--- src/rtl/ether_pkg.sv ---
// rtl/ether_pkg.sv - shared Ethernet/IP stack types: IP header layout and TX arbiter state encoding
package ether_pkg;

    // Packed IP TX header {dest_ip, source_ip, protocol, ttl, length, ecn, dscp}
    localparam int IP_HDR_WIDTH        = 104;
    localparam int IP_HDR_DSCP_LSB     = 0;
    localparam int IP_HDR_ECN_LSB      = 6;
    localparam int IP_HDR_LENGTH_LSB   = 8;
    localparam int IP_HDR_TTL_LSB      = 24;
    localparam int IP_HDR_PROTOCOL_LSB = 32;
    localparam int IP_HDR_SRC_IP_LSB   = 40;
    localparam int IP_HDR_DEST_IP_LSB  = 72;

    typedef enum logic [1:0] {
        ARB_IDLE    = 2'd0,
        ARB_HDR     = 2'd1,
        ARB_PAYLOAD = 2'd2,
        ARB_DRAIN   = 2'd3
    } arb_state_t;

    function automatic logic [IP_HDR_WIDTH-1:0] ip_hdr_pack(
        input logic [31:0] dest_ip,
        input logic [31:0] source_ip,
        input logic [7:0]  protocol,
        input logic [7:0]  ttl,
        input logic [15:0] length,
        input logic [1:0]  ecn,
        input logic [5:0]  dscp
    );
        logic [IP_HDR_WIDTH-1:0] h;
        h = '0;
        h[IP_HDR_DEST_IP_LSB  +: 32] = dest_ip;
        h[IP_HDR_SRC_IP_LSB   +: 32] = source_ip;
        h[IP_HDR_PROTOCOL_LSB +: 8]  = protocol;
        h[IP_HDR_TTL_LSB      +: 8]  = ttl;
        h[IP_HDR_LENGTH_LSB   +: 16] = length;
        h[IP_HDR_ECN_LSB      +: 2]  = ecn;
        h[IP_HDR_DSCP_LSB     +: 6]  = dscp;
        return h;
    endfunction

endpackage

--- src/rtl/rr_arbiter.sv ---
// rtl/rr_arbiter.sv - combinational round-robin picker
// Ports: req (request vector), last_grant (index of previous winner),
//        grant (one-hot winner, 0 when no request), grant_idx (winner index).
// Search order is last_grant+1 .. last_grant+PORTS, modulo PORTS.
module rr_arbiter #(
    parameter int PORTS = 2,
    parameter int IW    = (PORTS > 1) ? $clog2(PORTS) : 1
) (
    input  logic [PORTS-1:0] req,
    input  logic [IW-1:0]    last_grant,
    output logic [PORTS-1:0] grant,
    output logic [IW-1:0]    grant_idx
);

    always_comb begin
        grant     = '0;
        grant_idx = '0;
        // Walk downwards so the lowest offset after last_grant is written last and wins.
        for (int off = PORTS; off >= 1; off--) begin
            if (req[(int'(last_grant) + off) % PORTS]) begin
                grant                                    = '0;
                grant[(int'(last_grant) + off) % PORTS]  = 1'b1;
                grant_idx = IW'((int'(last_grant) + off) % PORTS);
            end
        end
    end

endmodule

--- src/rtl/ip_tx_arbiter.sv ---
// rtl/ip_tx_arbiter.sv - round-robin sharing of the IP TX header/payload interface between PORTS requesters
// Ports: clk, rst (sync active-high); s_hdr_* / s_payload_* per-requester inputs (packed per port);
//        m_hdr_* / m_payload_* towards the stack; grant (one-hot owner), busy (not IDLE).
// Optional watchdog build macro: IP_TX_ARB_WATCHDOG_EN (adds WDOG_CYCLES parameter, DRAIN state, wdog_fired port).
module ip_tx_arbiter
    import ether_pkg::*;
#(
    parameter int PORTS      = 2,
    parameter int DATA_WIDTH = 8,
    parameter int HDR_WIDTH  = IP_HDR_WIDTH
`ifdef IP_TX_ARB_WATCHDOG_EN
    ,
    parameter int WDOG_CYCLES = 1024
`endif
) (
    input  logic                        clk,
    input  logic                        rst,
    input  logic [PORTS-1:0]            s_hdr_valid,
    output logic [PORTS-1:0]            s_hdr_ready,
    input  logic [PORTS*HDR_WIDTH-1:0]  s_hdr,
    input  logic [PORTS*DATA_WIDTH-1:0] s_payload_tdata,
    input  logic [PORTS-1:0]            s_payload_tvalid,
    output logic [PORTS-1:0]            s_payload_tready,
    input  logic [PORTS-1:0]            s_payload_tlast,
    output logic                        m_hdr_valid,
    input  logic                        m_hdr_ready,
    output logic [HDR_WIDTH-1:0]        m_hdr,
    output logic [DATA_WIDTH-1:0]       m_payload_tdata,
    output logic                        m_payload_tvalid,
    input  logic                        m_payload_tready,
    output logic                        m_payload_tlast,
    output logic                        m_payload_tuser,
    output logic [PORTS-1:0]            grant,
    output logic                        busy
`ifdef IP_TX_ARB_WATCHDOG_EN
    ,
    output logic                        wdog_fired
`endif
);

    localparam int IW = (PORTS > 1) ? $clog2(PORTS) : 1;

    arb_state_t       state;
    logic [IW-1:0]    gidx;
    logic [IW-1:0]    last_grant;
    logic [PORTS-1:0] arb_grant;
    logic [IW-1:0]    arb_idx;

    logic                  own_tvalid;
    logic                  own_tlast;
    logic [DATA_WIDTH-1:0] own_tdata;

`ifdef IP_TX_ARB_WATCHDOG_EN
    logic [15:0] wdog_cnt;
    logic        wdog_abort;   // abort beat pending on the stack side
`endif

    rr_arbiter #(.PORTS(PORTS), .IW(IW)) u_rr (
        .req        (s_hdr_valid),
        .last_grant (last_grant),
        .grant      (arb_grant),
        .grant_idx  (arb_idx)
    );

    assign own_tvalid = s_payload_tvalid[gidx];
    assign own_tlast  = s_payload_tlast[gidx];
    assign own_tdata  = s_payload_tdata[gidx*DATA_WIDTH +: DATA_WIDTH];
    assign busy       = (state != ARB_IDLE);

    always_comb begin
        s_hdr_ready      = '0;
        s_payload_tready = '0;
        m_payload_tvalid = 1'b0;
        m_payload_tdata  = '0;
        m_payload_tlast  = 1'b0;
        m_payload_tuser  = 1'b0;
        case (state)
            ARB_IDLE: s_hdr_ready = arb_grant;
            ARB_PAYLOAD: begin
`ifdef IP_TX_ARB_WATCHDOG_EN
                if (wdog_abort) begin
                    // Synthetic terminating beat; the stalled owner is not consumed.
                    m_payload_tvalid = 1'b1;
                    m_payload_tlast  = 1'b1;
                    m_payload_tuser  = 1'b1;
                end else
`endif
                begin
                    m_payload_tvalid       = own_tvalid;
                    m_payload_tdata        = own_tdata;
                    m_payload_tlast        = own_tlast;
                    s_payload_tready[gidx] = m_payload_tready;
                end
            end
`ifdef IP_TX_ARB_WATCHDOG_EN
            ARB_DRAIN: s_payload_tready[gidx] = 1'b1;
`endif
            default: ;
        endcase
    end

    always_ff @(posedge clk) begin
        if (rst) begin
            state       <= ARB_IDLE;
            grant       <= '0;
            gidx        <= '0;
            last_grant  <= IW'(PORTS - 1);
            m_hdr       <= '0;
            m_hdr_valid <= 1'b0;
`ifdef IP_TX_ARB_WATCHDOG_EN
            wdog_cnt    <= '0;
            wdog_abort  <= 1'b0;
            wdog_fired  <= 1'b0;
`endif
        end else begin
`ifdef IP_TX_ARB_WATCHDOG_EN
            wdog_fired <= 1'b0;
`endif
            case (state)
                ARB_IDLE: begin
                    if (|s_hdr_valid) begin
                        m_hdr       <= s_hdr[arb_idx*HDR_WIDTH +: HDR_WIDTH];
                        grant       <= arb_grant;
                        gidx        <= arb_idx;
                        m_hdr_valid <= 1'b1;
                        state       <= ARB_HDR;
                    end
                end
                ARB_HDR: begin
                    if (m_hdr_ready) begin
                        m_hdr_valid <= 1'b0;
                        state       <= ARB_PAYLOAD;
`ifdef IP_TX_ARB_WATCHDOG_EN
                        wdog_cnt    <= '0;
`endif
                    end
                end
                ARB_PAYLOAD: begin
`ifdef IP_TX_ARB_WATCHDOG_EN
                    if (wdog_abort) begin
                        if (m_payload_tready) begin
                            wdog_abort <= 1'b0;
                            state      <= ARB_DRAIN;
                        end
                    end else
`endif
                    if (own_tvalid && m_payload_tready) begin
`ifdef IP_TX_ARB_WATCHDOG_EN
                        wdog_cnt <= '0;
`endif
                        if (own_tlast) begin
                            last_grant <= gidx;
                            grant      <= '0;
                            state      <= ARB_IDLE;
                        end
                    end
`ifdef IP_TX_ARB_WATCHDOG_EN
                    else if (!own_tvalid) begin
                        // Count owner starvation only; stack back-pressure is not a stall.
                        wdog_cnt <= wdog_cnt + 16'd1;
                        if (wdog_cnt == 16'(WDOG_CYCLES - 1)) begin
                            wdog_abort <= 1'b1;
                            wdog_fired <= 1'b1;
                        end
                    end
`endif
                end
`ifdef IP_TX_ARB_WATCHDOG_EN
                ARB_DRAIN: begin
                    if (own_tvalid && own_tlast) begin
                        last_grant <= gidx;
                        grant      <= '0;
                        wdog_cnt   <= '0;
                        state      <= ARB_IDLE;
                    end
                end
`endif
                default: state <= ARB_IDLE;
            endcase
        end
    end

endmodule
--- config.mk ---
export PLATFORM = sky130hd
export DESIGN_NAME = ip_tx_arbiter
export DESIGN_NICKNAME = d
export VERILOG_FILES = /design/src/rtl/ether_pkg.sv /design/src/rtl/rr_arbiter.sv /design/src/rtl/ip_tx_arbiter.sv
export SDC_FILE = /design/constraint.sdc
export NUM_CORES = 1
export LEC_CHECK = 0
export CORE_AREA = 2 2 140 142
export DETAILED_ROUTE_END_ITERATION = 12
export DIE_AREA = 0 0 142 144
export PLACE_DENSITY = 0.76
export SETUP_SLACK_MARGIN = 0.02
export SYNTH_ARGS = -nofsm -noshare
export SYNTH_HDL_FRONTEND = slang
export SYNTH_SLANG_ARGS = --single-unit
--- constraint.sdc ---
create_clock -name clk -period 4.05 [get_ports clk]
set_input_delay 0.405 -clock clk [delete_from_list [all_inputs] [get_ports clk]]
set_output_delay 0.405 -clock clk [all_outputs]
set_load 0.1 [all_outputs]
==> impl_metrics.toml <==
[cells_and_area]
num-fill-cells = 1767
final_area_um2 = 9210
diodes = 0
final_core_util = 0.483
fin_nets = 1090
syn_to_final_growth_pct = 71.4
drive_above_1_share = 0.0488

[pwr]
p_total_mw = 4.20
p_leak_nw = 3.28
peakVddDrop_mv = 0.192
powerDensity_nw_per_um2 = 456

[grt]
grt.total_usage = 0.166
grt_max_degree = 87
grt_overflow_total = 0
first_global_vias = 5060
grt_pass1_wl_um = 26800
antenna_found_initial = 0

[clock_tree]
numCtsBuffers = 9
hold_buffers = 0
clock_tree.buffer_depth = 2
root_buffer = "clkbuf_16"
htreeDepth = 3
cts_resized = 0
cts_tree = "built"
path_clk_slew_ns = 0.08
cts.sinks = 111
post_cts_buffers = 0
clk_latency_ns = 0.35

[drt]
drt_iter0_markers = 160
detailedRoute.firstPassIterationCount = 4
antenna_left = 0
drt_wl_total_um = 18000
wire_per_inst_um = 16.4
drc = 0
route.vias.total = 5405
via_per_inst = 4.92

[logic_synthesis]
yosysMostFrequentCell = "mux2i_1"
synth_fp_nets = 778
syn_inst = 544
synth_largest_area_cell = "dfxtp_1"
synth_edf_count = 0
synth_area_leaders = "dfxtp_1 41%, mux2i_1 21%, a211oi_1 13%"
yosysTopAreaCellShare = 0.414
ys_seq_elements = 111
synth_commonest_cells = "115 x mux2i_1, 111 x dfxtp_1, 108 x a21oi_1"
synthFlopType = "dfxtp_1"
netlist_area_um2 = 5370
yosys.cell_types.count = 27
synth_warnings = 0
ys_seq_area_frac = 0.414
syn_area_per_cell_um2 = 9.88
async_flop_share = 0

[placed_design]
io_buffers = 355
hpwlAfterDp_um = 12900
place_congestion = 0.765
dpl-instance-area_um2 = 8940

[outcome]
status = "finished clean"

[setup_path]
slowest_delay_ns = 1.14
cp_max_fo = 16
crit_chain = "mux2i_1, nor2_1, clkdlybuf4s50_1"
cp-start-kind = "flop"
critPathKind = "flop to primary output"
regToRegSetupSlack_ns = 2.40
worst_ep_arrival_time_ns = 2.62
worstPathRequired_ns = 3.64
cp_slowest_cell = "clkdlybuf4s50_1"
worst_setup_path_end_kind = "primary output"

[sta]
max_freq_ghz = 0.331
worstMarginPinSlew_ns = 1.04
fin_crit_ns = 3.03
hold_viol_final = 0
drv_slew = 0
maxSlewHeadroom = 0.304
period_share = 0.747
setup_tns_ns = 0
setup_violations = 0
fin_skew_ns = 0.0142
hold-worst-slack_ns = 0.484
rsz0062_at_grt = "false"

[die]
die_area_um2 = 20400
die_w_um = 142
core_area_um2 = 19100
fp.dieH_um = 144
start_util = 0.282
io_pins = 357
fp-row-count = 51

[min_path]
hp-class = "flop to flop"

[run]
drv_cap = 0
## cell families (layout without fill, tap and decap cells)
| group | count (synthesis) | in the layout | share of synthesized area |
|---|---|---|---|
| flops | 111 | 111 | 0.414 |
| buf+inv | 67 | 383 | 0.0743 |
| other cells | 1 | 1 | 0.000698 |
| simple gates | 31 | 31 | 0.0310 |
| compound gates | 219 | 219 | 0.266 |
| mux | 115 | 115 | 0.214 |
## placed cells by master (no fill, tap or decap), types with 4 or more instances in the layout
master,count
clkbuf_16,9
dfxtp_1,111
buf_4,9
mux2i_1,115
clkdlybuf4s50_1,353
a211oi_2,11
nand2b_1,4
a21oi_1,108
a211oi_1,93
nor2_1,15
## sequential cells by signal, summed over array words and instances (netlist names)
| name | cells |
|---|---|
| gidx | 1 |
| grant | 2 |
| last_grant | 1 |
| m_hdr | 104 |
| m_hdr_valid | 1 |
| state | 2 |
## final cells by class
cell class	instances	area, um2	share of cell area
Clock buffer	10	229	0.0249
Inverter	4	15.0	0.00163
Tap cell	238	298	0.0323
Multi-Input combinational cell	366	2760	0.300
Clock inverter	5	43.8	0.00475
Timing Repair Buffer	364	3640	0.395
Sequential cell	111	2220	0.241
## layer usage
| layer | up-vias | track usage | wire (um) |
|---|---|---|---|
| met4 | 0 | 0.0721 | 459 |
| met2 | 242 | 0.276 | 8630 |
| met3 | 26 | 0.0517 | 1530 |
| met5 | - | 0 | 0 |
| met1 | 2474 | 0.197 | 7340 |
| li1 | 2663 | - | - |
## stage by stage
stage,std cells,setup WS (ns)
2_1_floorplan,544,1.47
3_3_place_gp,1083,1.37
3_5_place_dp,1083,1.33
4_1_cts,1098,1.02
5_1_grt,1098,0.855
6_report,1098,1.02
## power by group
group	total (mW)	internal (mW)	leakage, nW	switching, mW
logic	2.04	0.608	2.23	1.43
registers	1.31	1.23	0.923	0.0763
clock network	0.850	0.423	0.127	0.427
total	4.20	2.26	3.28	1.94
## critical path, delay by kind of cell, from the launching register on
kind	cells	cell delay [ns]
flip-flops	1	0.79
multiplexers	1	0.21
buffers and inverters	1	1.14
AND/OR/NAND/NOR	1	0.13
## path summary, 6_finish.rpt
path | endpoint | from | cells after the start
worst min-delay path | m_hdr_valid | m_hdr_valid | 2
worst max register to register | m_hdr[7] | state[1] | 5
worst max-delay path | m_payload_tdata[0] | gidx | 3
worst min register to register | m_hdr_valid | m_hdr_valid | 2
No activity file was read; power rests on OpenSTA's default activity.
